$ cat src/rtl/dev_input_sw.sv
// Debounced switch bank feeding the device read bus.
// Commits a value only after it has held steady; tracks events and overruns.
module dev_input_sw #(
  parameter int WIDTH     = 16,
  parameter int DB_CYCLES = 4,
  parameter int CNT_W     = 8
) (
  input  logic             clk,
  input  logic             rst,
  input  logic [WIDTH-1:0] sw_in,
  input  logic             rd_ack,
  output logic [31:0]      dev_rd,
  output logic             irq
);

  localparam logic [0:0] IDLE  = 1'b0;
  localparam logic [0:0] COUNT = 1'b1;

  localparam logic [CNT_W-1:0] CNT_LAST = CNT_W'(DB_CYCLES - 1);

  logic [WIDTH-1:0] sync1;
  logic [WIDTH-1:0] sync2;
  logic [WIDTH-1:0] cand;
  logic [WIDTH-1:0] stable;
  logic [CNT_W-1:0] cnt;
  logic [7:0]       evcnt;
  logic             chg;
  logic             ovr;
  logic [0:0]       state;

  logic             at_end;
  logic             commit;
  logic [15:0]      stable_ext;

  // Commit fires when a steady candidate differs from the held value
  always_comb begin
    at_end = (state == COUNT) && (sync2 == cand) && (cnt == CNT_LAST);
    commit = at_end && (cand != stable);
  end

  // Two-flop synchronizer for the raw asynchronous switch levels
  always_ff @(posedge clk or posedge rst) begin
    if (rst) begin
      sync1 <= '0;
      sync2 <= '0;
    end else begin
      sync1 <= sw_in;
      sync2 <= sync1;
    end
  end

  // Debounce FSM: restart on any change, commit after the hold window
  always_ff @(posedge clk or posedge rst) begin
    if (rst) begin
      state  <= IDLE;
      cand   <= '0;
      cnt    <= '0;
      stable <= '0;
      evcnt  <= '0;
    end else begin
      unique case (state)
        IDLE: begin
          cnt <= '0;
          if (sync2 != stable) begin
            cand  <= sync2;
            state <= COUNT;
          end
        end
        COUNT: begin
          if (sync2 != cand) begin
            cand <= sync2;
            cnt  <= '0;
          end else if (cnt < CNT_LAST) begin
            cnt <= cnt + CNT_W'(1);
          end else begin
            cnt   <= '0;
            state <= IDLE;
            if (commit) begin
              stable <= cand;
              evcnt  <= evcnt + 8'd1;
            end
          end
        end
        default: state <= IDLE;
      endcase
    end
  end

  // Status flags: a new event beats a concurrent acknowledge
  always_ff @(posedge clk or posedge rst) begin
    if (rst) begin
      chg <= 1'b0;
      ovr <= 1'b0;
    end else if (commit) begin
      chg <= 1'b1;
      if (rd_ack) begin
        ovr <= 1'b0;
      end else if (chg) begin
        ovr <= 1'b1;
      end
    end else if (rd_ack) begin
      chg <= 1'b0;
      ovr <= 1'b0;
    end
  end

  // Read word is a pure decode of registered state
  always_comb begin
    stable_ext = '0;
    stable_ext[WIDTH-1:0] = stable;
    dev_rd = {chg, ovr, 6'b0, evcnt, stable_ext};
    irq    = chg;
  end

endmodule

$ cat config.mk
export PLATFORM = sky130hd
export DESIGN_NAME = dev_input_sw
export DESIGN_NICKNAME = d
export VERILOG_FILES = /design/src/rtl/dev_input_sw.sv
export SDC_FILE = /design/constraint.sdc
export NUM_CORES = 1
export LEC_CHECK = 0
export ABC_AREA = 1
export BUFFER_PORTS_ARGS = -buffer_cell sky130_fd_sc_hd__buf_2
export CAP_MARGIN = 20
export CELL_PAD_IN_SITES_DETAIL_PLACEMENT = 0
export CELL_PAD_IN_SITES_GLOBAL_PLACEMENT = 2
export CORE_AREA = 3 3 126 98
export CTS_CLUSTER_DIAMETER = 150
export DETAILED_ROUTE_END_ITERATION = 10
export DIE_AREA = 0 0 129 101
export PLACE_DENSITY = 0.95
export SLEW_MARGIN = 20
export SYNTH_ARGS = -nofsm -noshare
export SYNTH_HDL_FRONTEND = slang
export SYNTH_SLANG_ARGS = --single-unit
$ cat constraint.sdc
create_clock -name clk -period 5.1 [get_ports clk]
set_input_delay 1.53 -clock clk [delete_from_list [all_inputs] [get_ports clk]]
set_output_delay 1.53 -clock clk [all_outputs]
set_load 0.05 [all_outputs]
Yosys cells after proc, flatten, opt, wreduce, memory -nomap -nowiden
Index checks and enable logic that the tools add are counted.
{"block": "totals", "wordCells": 45, "ff_bits": 83}
{"block": "op_classes", "eq_ne": 7, "magnitude_cmp": 1, "add_sub_neg": 2, "n_bitwise": 3, "mux": 15, "reduce_logical": 8}
{"op": "$ne A16 B16 Y1", "count": 3}
{"op": "$mux W16", "count": 2}
{"op": "$pmux W16 S2", "count": 1}
{"op": "$add A8 B1 Y8 const B", "count": 2}
{"op": "$eq A16 B16 Y1", "count": 1}
{"op": "$mux W8", "count": 2}
{"op": "$pmux W8 S2", "count": 1}
{"op": "$eq A8 B2 Y1 const B", "count": 1}
{"op": "$lt A8 B2 Y1 const B", "count": 1}
{"op": "$mux W1", "count": 8}
{"op": "$reduce_and A2 Y1", "count": 2}
{"op": "$reduce_and A4 Y1", "count": 1}
{"op": "$reduce_bool A2 Y1", "count": 2}
{"op": "$logic_and A1 B1 Y1", "count": 3}
{"op": "$not A1 Y1", "count": 3}
{"op": "$ne A2 B1 Y1 const B", "count": 1}
{"op": "$ne A2 B2 Y1 const B", "count": 1}
{"op": "$pmux W1 S2", "count": 1}

Depth between registers and ports, before layout
{"block": "depth", "depth_word": 6, "ltp_mapped": 12}

Worst setup path before layout
Ideal clock, no wire load.
{"block": "synth_path", "path_type": "register -> output", "start": "register chg, in the netlist irq", "end": "output dev_rd[31]", "stages_incl_launch_ff": 2, "path_buffers": 1, "arrival_ns": 0.904, "path_slack_ns": 2.666, "t_required_ns": 3.570, "cell_sequence": "dfrtp_1 -> buf_4"}
{"element": "start: declaration", "line_no": "27", "text": "logic chg;"}
{"element": "start signal: assignment", "line_no": "92", "text": "chg <= 1'b0;"}
{"element": "start signal: assignment", "line_no": "95", "text": "chg <= 1'b1;"}
{"element": "start signal: assignment", "line_no": "102", "text": "chg <= 1'b0;"}
{"element": "end: declaration", "line_no": "12", "text": "output logic [31:0] dev_rd,"}
No word-level cell between the ends.

Worst setup path in the final report
{"block": "layout_path", "start": "register stable[15]", "end": "output dev_rd[15]"}
{"element": "start: declaration", "line_no": "24", "text": "logic [WIDTH-1:0] stable;"}
{"element": "start signal: assignment", "line_no": "79", "text": "stable <= cand;"}
No word-level cell between the ends.

==> out/metrics.cfg <==
[status]
status = completed

[yosys]
ys_seq_area_share_pct = 52.0
syn_area_um2 = 3990
synth_cells = 521
yosysTopAreaCell = dfrtp_1
synth_top_cell_area_share_pct = 52.0
synth_warnings = 0
synth_seq_cells = 83
synthTopCellsByArea = dfrtp_1 (52%), nand2_1 (24%), inv_1 (5.1%)
synth.distinct_cells = 26
syn_area_per_cell_um2 = 7.66

[power]
power_leakage_nw = 2.63
powerDensity_nw_per_um2 = 327
peakVddDrop_mv = 0.154

[layout]
nets = 596
num-fill-cells = 1171
antennaDiodeCount = 0
drive_gt1_share_pct = 14.0
area_delta_synth_final_pct = 17.4
final_util_pct = 41.4

[worst_setup_path]
cpPeakStageDelay_ns = 0.44
critPathKind = reg2out
path_cells = buf_2
cp_max_fo = 5
worstPathArrival_ns = 1.08
cp-start-kind = flop
critical-path-top-delay-family = flip-flops
endpoint_kind = output pin
cp.required_ns = 3.57
slowest_stage = dfrtp_1
path_buf_inv = 1

[placed_design]
hpwl_mm = 6.24
place.port_buffers = 45
gp_congestion = 0.800

[die]
start_util_pct = 35.3
die-width_um = 129
boundaryPins = 52
dieArea_um2 = 13000
rows = 34
core_area_um2 = 11300
die_height_um = 101

[min_path]
hp-class = reg2reg

[routing]
drt_iter0_drc = 159
antenna_left = 0
via_count = 3175
dr.pass1.iters = 5
routed_wl_mm = 8.93
drt-wirelength-per-cell_um = 12.3
route.detailed.drc = 0
via_per_inst = 4.39

[sta]
post-route-min-period_ns = 2.61
finalCritPeriodShare_pct = 51.2
worstMarginPinSlew_ns = 0.884
max_clock_freq_ghz = 0.383
rsz0062_at_grt = false
fin_skew_ns = 0.00848
slew_violations = 0
slew_headroom_pct = 41.1
setup_tns_ns = 0
finalSetupViolations = 0
hold_viol = 0

[clock_tree]
cts_setup_buffers = 0
cts_tree = yes
cts_max_path_buffers = 2
cts_hold_buf = 0
clk_latency_ns = 0.34
cts-root-buf = clkbuf_16
clkSinkCount = 83
cts_resized = 0
numCtsBuffers = 9
htree_levels = 3
clkSlewWorstSetupHoldPaths_ns = 0.06

[global_routing]
grt_pass1_wl_mm = 14.9
grt.overflow.total = 0
antenna_found_initial = 0
grt_usage_pct = 14.8
grt_max_degree = 52
grt_pass1_vias = 3024

[run]
max_cap_violations = 0

-- state kept, by name (all words and copies together) (netlist names) --
signal and cells:
cand 16, cnt 8, evcnt 8, irq 1, ovr 1, stable 16, state 1, sync1 16
sync2 16
-- report_power, final --
group	switching, mW	internal (mW)	leakage (nW)
Clock	0.261	0.480	0.167
Sequential	0.0202	0.680	1.03
Combinational	0.0624	0.0305	1.43
-- cell families after synthesis --
kind of cell,Yosys count,synth area share [%]
AO/OA/AOI/OAI,2,0.250
XOR/XNOR,14,3.07
adder cells (fa/ha/maj),2,0.627
buffers and inverters,77,8.46
flip-flops,83,52.0
other,1,0.0939
AND/OR/NAND/NOR,342,35.5
-- metal layers --
layer	track usage, %	wire, um
met3	4.18	295
met5	0	0
met4	3.87	79
met2	22.4	3900
met1	20.8	4650
-- synthesized netlist by cell type --
cell type and count:
xor2_1 3, buf_2 3, nor4_1 1, nor3_2 3
nand2_1 254, nand4_2 1, inv_1 54, nor3_1 2
xnor2_1 11, ha_1 2, dfrtp_1 83, nand3_4 1
nor2_8 1, nor2_1 41, o21ai_1 1, nand3b_1 1
a21oi_1 1, buf_6 2, inv_2 9, nand3_1 21
nand4_1 12, clkbuf_1 1, nor2_2 2, buf_4 8
nand2_2 2, conb_1 1
-- cell type report --
type | instances | area [um2] | area share (%)
clock inverters | 6 | 113 | 2.40
inverters | 63 | 238 | 5.07
clock buffers | 10 | 229 | 4.88
well taps | 144 | 180 | 3.84
multi-input cells | 372 | 1620 | 34.5
repair buffers | 46 | 233 | 4.96
flip-flops and latches | 83 | 2080 | 44.3
-- metrics by stage --
| step | instance area (um2) | std cells | hold slack [ns] | setup WS, ns | total power, mW |
|---|---|---|---|---|---|
| floorplan | 4030 | 532 | 0.331 | 1.43 | 0.783 |
| global route | 4690 | 724 | 0.353 | 2.26 | 1.60 |
| global placement | 4350 | 708 | 0.332 | 2.42 | 0.806 |
| finish | 4690 | 724 | 0.346 | 2.49 | 1.53 |
| detailed placement | 4350 | 708 | 0.335 | 2.38 | 0.807 |
| CTS | 4690 | 724 | 0.349 | 2.47 | 1.55 |
-- final timing paths --
path | slack (ns) | depth (start not counted) | startpoint | endpoint
min in group asynchronous | 1.34 | 2 | rst | sync1[2]
worst min-delay path | 0.35 | 0 | sync1[15] | sync2[15]
worst max register to register | 2.54 | 10 | stable[0] | cand[6]
max in group asynchronous | 2.85 | 3 | rst | cand[10]
worst min register to register | 0.35 | 0 | sync1[15] | sync2[15]
worst max-delay path | 2.49 | 1 | stable[15] | dev_rd[15]
-- layout by cell type (no fill, tap or decap) --
cell | netlist | final
nor2_8 | 1 | 1
inv_1 | 54 | 53
inv_6 | 0 | 1
clkbuf_16 | 0 | 9
clkinv_2 | 0 | 2
nor3_1 | 2 | 2
nand3b_1 | 1 | 1
buf_4 | 8 | 1
a21oi_1 | 1 | 1
xor2_1 | 3 | 3
nand3_1 | 21 | 21
nor2_1 | 41 | 41
conb_1 | 1 | 12
nand4_1 | 12 | 12
xnor2_1 | 11 | 11
nor2_2 | 2 | 2
nand3_4 | 1 | 1
clkinv_4 | 0 | 1
o21ai_1 | 1 | 1
nand2_2 | 2 | 2
dfrtp_1 | 83 | 83
nand2_1 | 254 | 254
inv_2 | 9 | 9
nor4_1 | 1 | 1
nand4_2 | 1 | 1
buf_2 | 3 | 45
ha_1 | 2 | 2
clkbuf_1 | 1 | 1
bufinv_16 | 0 | 3
nor3_2 | 3 | 3
Note: power is estimated with default switching activity, not from simulation.
